File: src/rtl/mips_rf_pkg.sv
// Shared definitions for the general-purpose register file with scoreboard.
// Holds the control state type, the default geometry and the index of the
// hardwired zero register.
package mips_rf_pkg;

    // CLEAR: post-reset sweep writing zero to every register.
    // RUN:   normal operation.
    typedef enum logic {
        CLEAR = 1'b0,
        RUN   = 1'b1
    } rf_state_t;

    localparam int DEF_DATA_W = 32;
    localparam int DEF_ADDR_W = 5;

    // Index of the register that always reads zero.
    localparam int REG_ZERO = 0;

endpackage

File: src/rtl/mips_regfile_sb_if.sv
// Bus between the register file and its clients (decode and writeback).
//   rd_addr/rd_data/rd_pending : NUM_RD packed read ports, port k at [k*W +: W]
//   wr0_*                      : ALU writeback port
//   wr1_*                      : long-latency writeback port (clears pending)
//   pend_set/pend_addr         : marks a register pending at issue
//   ready                      : sweep-clear finished, writes accepted
//   wr_collision               : one-cycle pulse, both ports hit one register
//   dbg_addr/dbg_data          : stored-value debug read, no bypass
// master = the clients, slave = the register file.
interface mips_regfile_sb_if
    import mips_rf_pkg::*;
#(
    parameter int DATA_W = DEF_DATA_W,
    parameter int ADDR_W = DEF_ADDR_W,
    parameter int NUM_RD = 2
);
    logic [NUM_RD*ADDR_W-1:0] rd_addr;
    logic [NUM_RD*DATA_W-1:0] rd_data;
    logic [NUM_RD-1:0]        rd_pending;
    logic                     wr0_en;
    logic [ADDR_W-1:0]        wr0_addr;
    logic [DATA_W-1:0]        wr0_data;
    logic                     wr1_en;
    logic [ADDR_W-1:0]        wr1_addr;
    logic [DATA_W-1:0]        wr1_data;
    logic                     pend_set;
    logic [ADDR_W-1:0]        pend_addr;
    logic                     ready;
    logic                     wr_collision;
    logic [ADDR_W-1:0]        dbg_addr;
    logic [DATA_W-1:0]        dbg_data;

    modport master (
        output rd_addr, wr0_en, wr0_addr, wr0_data, wr1_en, wr1_addr, wr1_data,
               pend_set, pend_addr, dbg_addr,
        input  rd_data, rd_pending, ready, wr_collision, dbg_data
    );

    modport slave (
        input  rd_addr, wr0_en, wr0_addr, wr0_data, wr1_en, wr1_addr, wr1_data,
               pend_set, pend_addr, dbg_addr,
        output rd_data, rd_pending, ready, wr_collision, dbg_data
    );
endinterface

File: src/rtl/mips_rf_read_port.sv
// One combinational read port of the register file.
//   run            : register file is in normal operation (else reads 0)
//   addr           : read index
//   stored_data    : stored value at addr
//   stored_pending : scoreboard bit at addr
//   w0_*/w1_*      : this cycle's qualified writes (enable already includes
//                    RUN and nonzero index)
//   data/pending   : read result and pending flag
module mips_rf_read_port
    import mips_rf_pkg::*;
#(
    parameter int DATA_W = DEF_DATA_W,
    parameter int ADDR_W = DEF_ADDR_W,
    parameter int BYPASS = 1
) (
    input  logic              run,
    input  logic [ADDR_W-1:0] addr,
    input  logic [DATA_W-1:0] stored_data,
    input  logic              stored_pending,
    input  logic              w0_en,
    input  logic [ADDR_W-1:0] w0_addr,
    input  logic [DATA_W-1:0] w0_data,
    input  logic              w1_en,
    input  logic [ADDR_W-1:0] w1_addr,
    input  logic [DATA_W-1:0] w1_data,
    output logic [DATA_W-1:0] data,
    output logic              pending
);
    localparam logic [ADDR_W-1:0] ZERO_IDX = ADDR_W'(REG_ZERO);

    logic hit0;
    logic hit1;

    assign hit0 = w0_en && (w0_addr == addr);
    assign hit1 = w1_en && (w1_addr == addr);

    // NOTE: every output gets a default before any conditional assignment,
    // so no path leaves them unassigned and no latch is inferred.
    always_comb begin
        data    = '0;
        pending = 1'b0;
        if (run && addr != ZERO_IDX) begin
            data    = stored_data;
            pending = stored_pending;
            if (BYPASS != 0) begin
                // Port 0 has priority on a dual match, mirroring the commit.
                if (hit0)
                    data = w0_data;
                else if (hit1)
                    data = w1_data;
                // A long-latency result landing now resolves the hazard.
                if (hit1)
                    pending = 1'b0;
            end
        end
    end
endmodule

File: src/rtl/mips_regfile_sb.sv
// General-purpose register file with two write ports, NUM_RD read ports,
// optional write-to-read bypass, a per-register pending scoreboard for
// long-latency results and a post-reset sweep that zeroes every register.
//   clk   : clock
//   reset : synchronous, active-high; restarts the sweep
//   bus   : slave side of mips_regfile_sb_if (reads, writes, scoreboard,
//           ready, wr_collision, debug read)
module mips_regfile_sb
    import mips_rf_pkg::*;
#(
    parameter int DATA_W = DEF_DATA_W,
    parameter int ADDR_W = DEF_ADDR_W,
    parameter int NUM_RD = 2,
    parameter int BYPASS = 1
) (
    input  logic              clk,
    input  logic              reset,
    mips_regfile_sb_if.slave  bus
);
    localparam int DEPTH = 2 ** ADDR_W;
    localparam logic [ADDR_W-1:0] ZERO_IDX = ADDR_W'(REG_ZERO);
    localparam logic [ADDR_W-1:0] LAST_IDX = ADDR_W'(DEPTH - 1);

    rf_state_t         state;
    logic [ADDR_W-1:0] clear_idx;
    logic              ready_q;
    logic              collision_q;
    logic [DEPTH-1:0]  pending;
    logic [DEPTH-1:0]  pending_next;
    logic [DATA_W-1:0] regs [DEPTH];

    logic run;
    logic w0_ok;
    logic w1_ok;
    logic same_idx;

    assign run      = (state == RUN);
    assign w0_ok    = run && bus.wr0_en && (bus.wr0_addr != ZERO_IDX);
    assign w1_ok    = run && bus.wr1_en && (bus.wr1_addr != ZERO_IDX);
    assign same_idx = (bus.wr0_addr == bus.wr1_addr);

    // Scoreboard update: clear on a long-latency write, then set, so an
    // issue to the same register in the same cycle keeps it pending.
    always_comb begin
        pending_next = pending;
        if (w1_ok)
            pending_next[bus.wr1_addr] = 1'b0;
        if (run && bus.pend_set && bus.pend_addr != ZERO_IDX)
            pending_next[bus.pend_addr] = 1'b1;
    end

    // Control: sweep state machine, scoreboard and registered status.
    // NOTE: sequential state uses non-blocking assignments so every flop
    // samples the pre-edge values regardless of statement order.
    always_ff @(posedge clk) begin
        if (reset) begin
            state       <= CLEAR;
            clear_idx   <= ADDR_W'(1);
            ready_q     <= 1'b0;
            collision_q <= 1'b0;
            pending     <= '0;
        end else begin
            collision_q <= 1'b0;
            case (state)
                CLEAR: begin
                    clear_idx <= clear_idx + ADDR_W'(1);
                    if (clear_idx == LAST_IDX) begin
                        state   <= RUN;
                        ready_q <= 1'b1;
                    end
                end
                RUN: begin
                    collision_q <= w0_ok && w1_ok && same_idx;
                    pending     <= pending_next;
                end
                default: state <= CLEAR;
            endcase
        end
    end

    // NOTE: the storage array has no reset; it is zeroed by the sweep, which
    // keeps it a plain write-enabled array rather than DEPTH resettable flops.
    always_ff @(posedge clk) begin
        if (!reset) begin
            if (state == CLEAR) begin
                regs[clear_idx] <= '0;
            end else begin
                // Port 0 wins a same-index collision.
                if (w1_ok && !(w0_ok && same_idx))
                    regs[bus.wr1_addr] <= bus.wr1_data;
                if (w0_ok)
                    regs[bus.wr0_addr] <= bus.wr0_data;
            end
        end
    end

    logic [DATA_W-1:0] rd_data_arr [NUM_RD];
    logic              rd_pend_arr [NUM_RD];

    for (genvar k = 0; k < NUM_RD; k++) begin : g_rd
        logic [ADDR_W-1:0] addr;
        assign addr = bus.rd_addr[k*ADDR_W +: ADDR_W];

        mips_rf_read_port #(
            .DATA_W (DATA_W),
            .ADDR_W (ADDR_W),
            .BYPASS (BYPASS)
        ) u_rd (
            .run            (run),
            .addr           (addr),
            .stored_data    (regs[addr]),
            .stored_pending (pending[addr]),
            .w0_en          (w0_ok),
            .w0_addr        (bus.wr0_addr),
            .w0_data        (bus.wr0_data),
            .w1_en          (w1_ok),
            .w1_addr        (bus.wr1_addr),
            .w1_data        (bus.wr1_data),
            .data           (rd_data_arr[k]),
            .pending        (rd_pend_arr[k])
        );
    end

    always_comb begin
        bus.rd_data    = '0;
        bus.rd_pending = '0;
        for (int k = 0; k < NUM_RD; k++) begin
            bus.rd_data[k*DATA_W +: DATA_W] = rd_data_arr[k];
            bus.rd_pending[k]               = rd_pend_arr[k];
        end
    end

    assign bus.dbg_data     = (run && bus.dbg_addr != ZERO_IDX) ? regs[bus.dbg_addr] : '0;
    assign bus.ready        = ready_q;
    assign bus.wr_collision = collision_q;
endmodule

File: src/flat_wrapper.sv
// flat-port wrapper written by rule: the top's interface ports become plain ports
module mips_regfile_sb_flat import mips_rf_pkg::*;
#(
    parameter int DATA_W = DEF_DATA_W,
    parameter int ADDR_W = DEF_ADDR_W,
    parameter int NUM_RD = 2,
    parameter int BYPASS = 1
)
  (clk, reset, bus_rd_addr, bus_wr0_en, bus_wr0_addr, bus_wr0_data, bus_wr1_en, bus_wr1_addr, bus_wr1_data, bus_pend_set, bus_pend_addr, bus_dbg_addr, bus_rd_data, bus_rd_pending, bus_ready, bus_wr_collision, bus_dbg_data);
  mips_regfile_sb_if #(.DATA_W(DATA_W), .ADDR_W(ADDR_W), .NUM_RD(NUM_RD)) bus_i ();
  input  logic clk;
  input  logic reset;
  input wire logic [$bits(bus_i.rd_addr)-1:0] bus_rd_addr;
  input wire logic [$bits(bus_i.wr0_en)-1:0] bus_wr0_en;
  input wire logic [$bits(bus_i.wr0_addr)-1:0] bus_wr0_addr;
  input wire logic [$bits(bus_i.wr0_data)-1:0] bus_wr0_data;
  input wire logic [$bits(bus_i.wr1_en)-1:0] bus_wr1_en;
  input wire logic [$bits(bus_i.wr1_addr)-1:0] bus_wr1_addr;
  input wire logic [$bits(bus_i.wr1_data)-1:0] bus_wr1_data;
  input wire logic [$bits(bus_i.pend_set)-1:0] bus_pend_set;
  input wire logic [$bits(bus_i.pend_addr)-1:0] bus_pend_addr;
  input wire logic [$bits(bus_i.dbg_addr)-1:0] bus_dbg_addr;
  output wire logic [$bits(bus_i.rd_data)-1:0] bus_rd_data;
  output wire logic [$bits(bus_i.rd_pending)-1:0] bus_rd_pending;
  output wire logic [$bits(bus_i.ready)-1:0] bus_ready;
  output wire logic [$bits(bus_i.wr_collision)-1:0] bus_wr_collision;
  output wire logic [$bits(bus_i.dbg_data)-1:0] bus_dbg_data;
  assign bus_i.rd_addr = bus_rd_addr;
  assign bus_i.wr0_en = bus_wr0_en;
  assign bus_i.wr0_addr = bus_wr0_addr;
  assign bus_i.wr0_data = bus_wr0_data;
  assign bus_i.wr1_en = bus_wr1_en;
  assign bus_i.wr1_addr = bus_wr1_addr;
  assign bus_i.wr1_data = bus_wr1_data;
  assign bus_i.pend_set = bus_pend_set;
  assign bus_i.pend_addr = bus_pend_addr;
  assign bus_i.dbg_addr = bus_dbg_addr;
  assign bus_rd_data = bus_i.rd_data;
  assign bus_rd_pending = bus_i.rd_pending;
  assign bus_ready = bus_i.ready;
  assign bus_wr_collision = bus_i.wr_collision;
  assign bus_dbg_data = bus_i.dbg_data;
  mips_regfile_sb #(.DATA_W(DATA_W), .ADDR_W(ADDR_W), .NUM_RD(NUM_RD), .BYPASS(BYPASS)) u_core (.clk(clk), .reset(reset), .bus(bus_i));
endmodule
File: config.mk
export PLATFORM = sky130hd
export DESIGN_NAME = mips_regfile_sb_flat
export DESIGN_NICKNAME = d
export VERILOG_FILES = /design/src/rtl/mips_rf_pkg.sv /design/src/rtl/mips_regfile_sb_if.sv /design/src/rtl/mips_rf_read_port.sv /design/src/rtl/mips_regfile_sb.sv /design/src/flat_wrapper.sv
export SDC_FILE = /design/constraint.sdc
export NUM_CORES = 2
export LEC_CHECK = 0
export CAP_MARGIN = 20
export CORE_UTILIZATION = 25
export DETAILED_ROUTE_END_ITERATION = 8
export REMOVE_ABC_BUFFERS = 1
export SYNTH_ARGS = -nofsm -noshare
export SYNTH_HDL_FRONTEND = slang
export SYNTH_SLANG_ARGS = --single-unit
File: constraint.sdc
create_clock -name clk -period 6.1 [get_ports clk]
set_input_delay 1.22 -clock clk [delete_from_list [all_inputs] [get_ports clk]]
set_output_delay 1.22 -clock clk [all_outputs]
set_load 0.05 [all_outputs]
==> run metrics <==
status finished with violations; failing checks DRC; global-route wire length before repair 437 mm; cell family with most CP delay buffers and inverters; CP startpoint kind primary input; CP max stage delay 870 ps; mapped cell area 69900 um^2; # fillers 27900; Hold WS 494 ps; Area after DPL 77900 um^2; fmax 166 MHz; Hold Path Depth 1; # nets final 6003; DRT iter0 DRCs 11400; post-synth cell types 72; CTS tree yes; top post-synthesis cells by area edfxtp_1 44%, mux4_2 22%, o21ai_0 7.7%; Max FO, Critical Path 16; Worst setup EP type output port; First-pass DRT Iterations 9; die height 531 um; R2R depth 7; Yosys top cell area share 44.0%; Final min period 6010 ps; pwr dens 213 nW/um^2; DP Worst Slack 300 ps; Final setup violation count 0; final worst-path cycle share 98.6%; total number of vias 59400; antenna violations before repair 11; # hold bufs at CTS 0; WL per Instance 32.9 um; Num CTS Buffers 111; WL final 320 mm; Max clock buf depth 3; fraction of registers with async set/reset 0%; Clock Skews 34.0 ps; Slowest-stage cell, CP clkdlybuf4s50_1; register area share after synthesis 45.1%; Sink Count 1064; final core utilization 29.5%; Die W 531 um; worst ir drop on vdd 0.247 mV; Buffers & Inverters on Critical Path 3; leakage 0.0240 uW; Initial Util 25.2%; row cnt 193; Max Cap Viol 0; worst hold path type reg -> reg; CTS resizes 0; Top FF cell, synth edfxtp_1; YS warnings 0; htree depth 3; IO Port Bufs 198; most common cell in the netlist o21ai_0; Worst-Skew Late Latency 790 ps; Post-synth EDFFs 1024; Worst-path clk slew 60 ps; Post-synth top cells 1075 x o21ai_0, 1070 x nand2_1, 1024 x edfxtp_1; gr ovfl total 0; num ports 199; Worst EP required 4880 ps; GPL Wtd Cong 0.923; hpwl dp 182 mm; Final Hold Fails 0; Worst slew margin 17.6%; RSZ-0062 raised after global routing no; Levels on crit path 8; Die Area 282000 um^2; post-CTS setup buffer count 0; vias per cell 6.12; max-slew violations 0; area of the core 277000 um^2; most used cell, CP buf_4; vias in the first global route 55400; number of routed nets with antenna violations 0; final std cell area, no fill 81800 um^2; largest net degree at the start of global routing 91; flip-flop and latch count after synthesis 1064; setup ws final 85.9 ps; Mapped Avg Cell Area 11.6 um^2; critical path class in -> out; root buffer cell clkbuf_16; Worst Max-Slew Pin Slew 1240 ps; GRT Overall Usage 22.0%; layout cells sized above 1 23.4%; area leader, netlist edfxtp_1; Mapped Cells 6044; area grow syn2layout 17.0%; Arr. time, crit path 4790 ps; DRC 3; worst path cell trace clkdlybuf4s50_1 > xnor2_1 > nand3_1 > nor4_4 > buf_4 > a21oi_1 > o21ai_0 > buf_4
[layout make-up]
type / instances / area (um^2) / share of cell area [%]
Timing Repair Buffer: 513 / 5840 / 7.13
Clock inverter: 79 / 947 / 1.16
Antenna cell: 6 / 15.0 / 0.0184
Multi-Input combinational cell: 4172 / 35800 / 43.7
Tap cell: 3705 / 4640 / 5.67
Sequential cell: 1064 / 31600 / 38.6
Inverter: 40 / 151 / 0.185
Clock buffer: 128 / 2880 / 3.53
[sequential cells by signal, summed over array words and instances, names as in the netlist]
register / cells
u_core.run: 1
u_core.clear_idx: 5
u_core.pending: 32
u_core.regs: 1024
u_core.bus.wr_collision: 1
u_core.bus.ready: 1
[worst paths after layout]
path,start,endpoint,slack [ps]
worst max register to register,u_core.run,u_core.regs[28][9],2180
worst max-delay path,bus_rd_addr[3],bus_rd_data[23],90
worst min register to register,u_core.pending[0],u_core.pending[0],490
worst min-delay path,u_core.pending[0],u_core.pending[0],490
[per-stage QoR]
step | power [uW] | instances | TNS [ps]
6_report | 17400 | 9707 | 0
5_1_grt | 17700 | 9702 | 0
4_1_cts | 17300 | 9698 | 0
3_5_place_dp | 10100 | 9491 | 0
3_3_place_gp | 10100 | 9487 | 0
2_1_floorplan | 8960 | 5276 | -139370
[metal layers]
| layer | up-vias | global-route usage [%] | wire length [um] |
|---|---|---|---|
| li1 | 23300 | - | - |
| met1 | 29100 | 28.1 | 112000 |
| met2 | 5843 | 31.9 | 134000 |
| met3 | 1117 | 8.78 | 54700 |
| met5 | - | 0.188 | 173 |
| met4 | 11 | 11.3 | 18800 |
[where the power goes]
part	internal [uW]	switching, uW	total [uW]
Sequential	7970	55.9	8020
Clock	4160	3250	7410
Combinational	765	1210	1970
[placed cells by master (no fill, tap or decap), types with 40 or more instances in the layout]
| cell | n |
|---|---|
| a21oi_1 | 151 |
| a22oi_1 | 127 |
| buf_12 | 130 |
| buf_4 | 283 |
| clkbuf_16 | 114 |
| clkdlybuf4s50_1 | 86 |
| dfxtp_1 | 40 |
| edfxtp_1 | 1024 |
| mux2i_1 | 324 |
| mux4_2 | 693 |
| nand2_1 | 1070 |
| nor2_1 | 107 |
| nor3_1 | 48 |
| o21ai_0 | 1075 |
| o221ai_1 | 128 |
| o22ai_1 | 72 |
[cell families (layout without fill, tap and decap cells)]
| logic type | after synthesis | after routing | share of synthesized area [%] |
|---|---|---|---|
| AOI/OAI and AO/OA | 1732 | 1732 | 14.5 |
| xor gates and xnor gates | 28 | 28 | 0.351 |
| adders and majority gates | 2 | 2 | 0.0358 |
| buffers and inverters | 808 | 760 | 4.82 |
| DFF | 1064 | 1064 | 45.1 |
| muxes | 1026 | 1026 | 27.1 |
| other | 0 | 6 | 0 |
| and+or+nand+nor | 1384 | 1384 | 8.04 |
(Power assumes the default switching activity.)
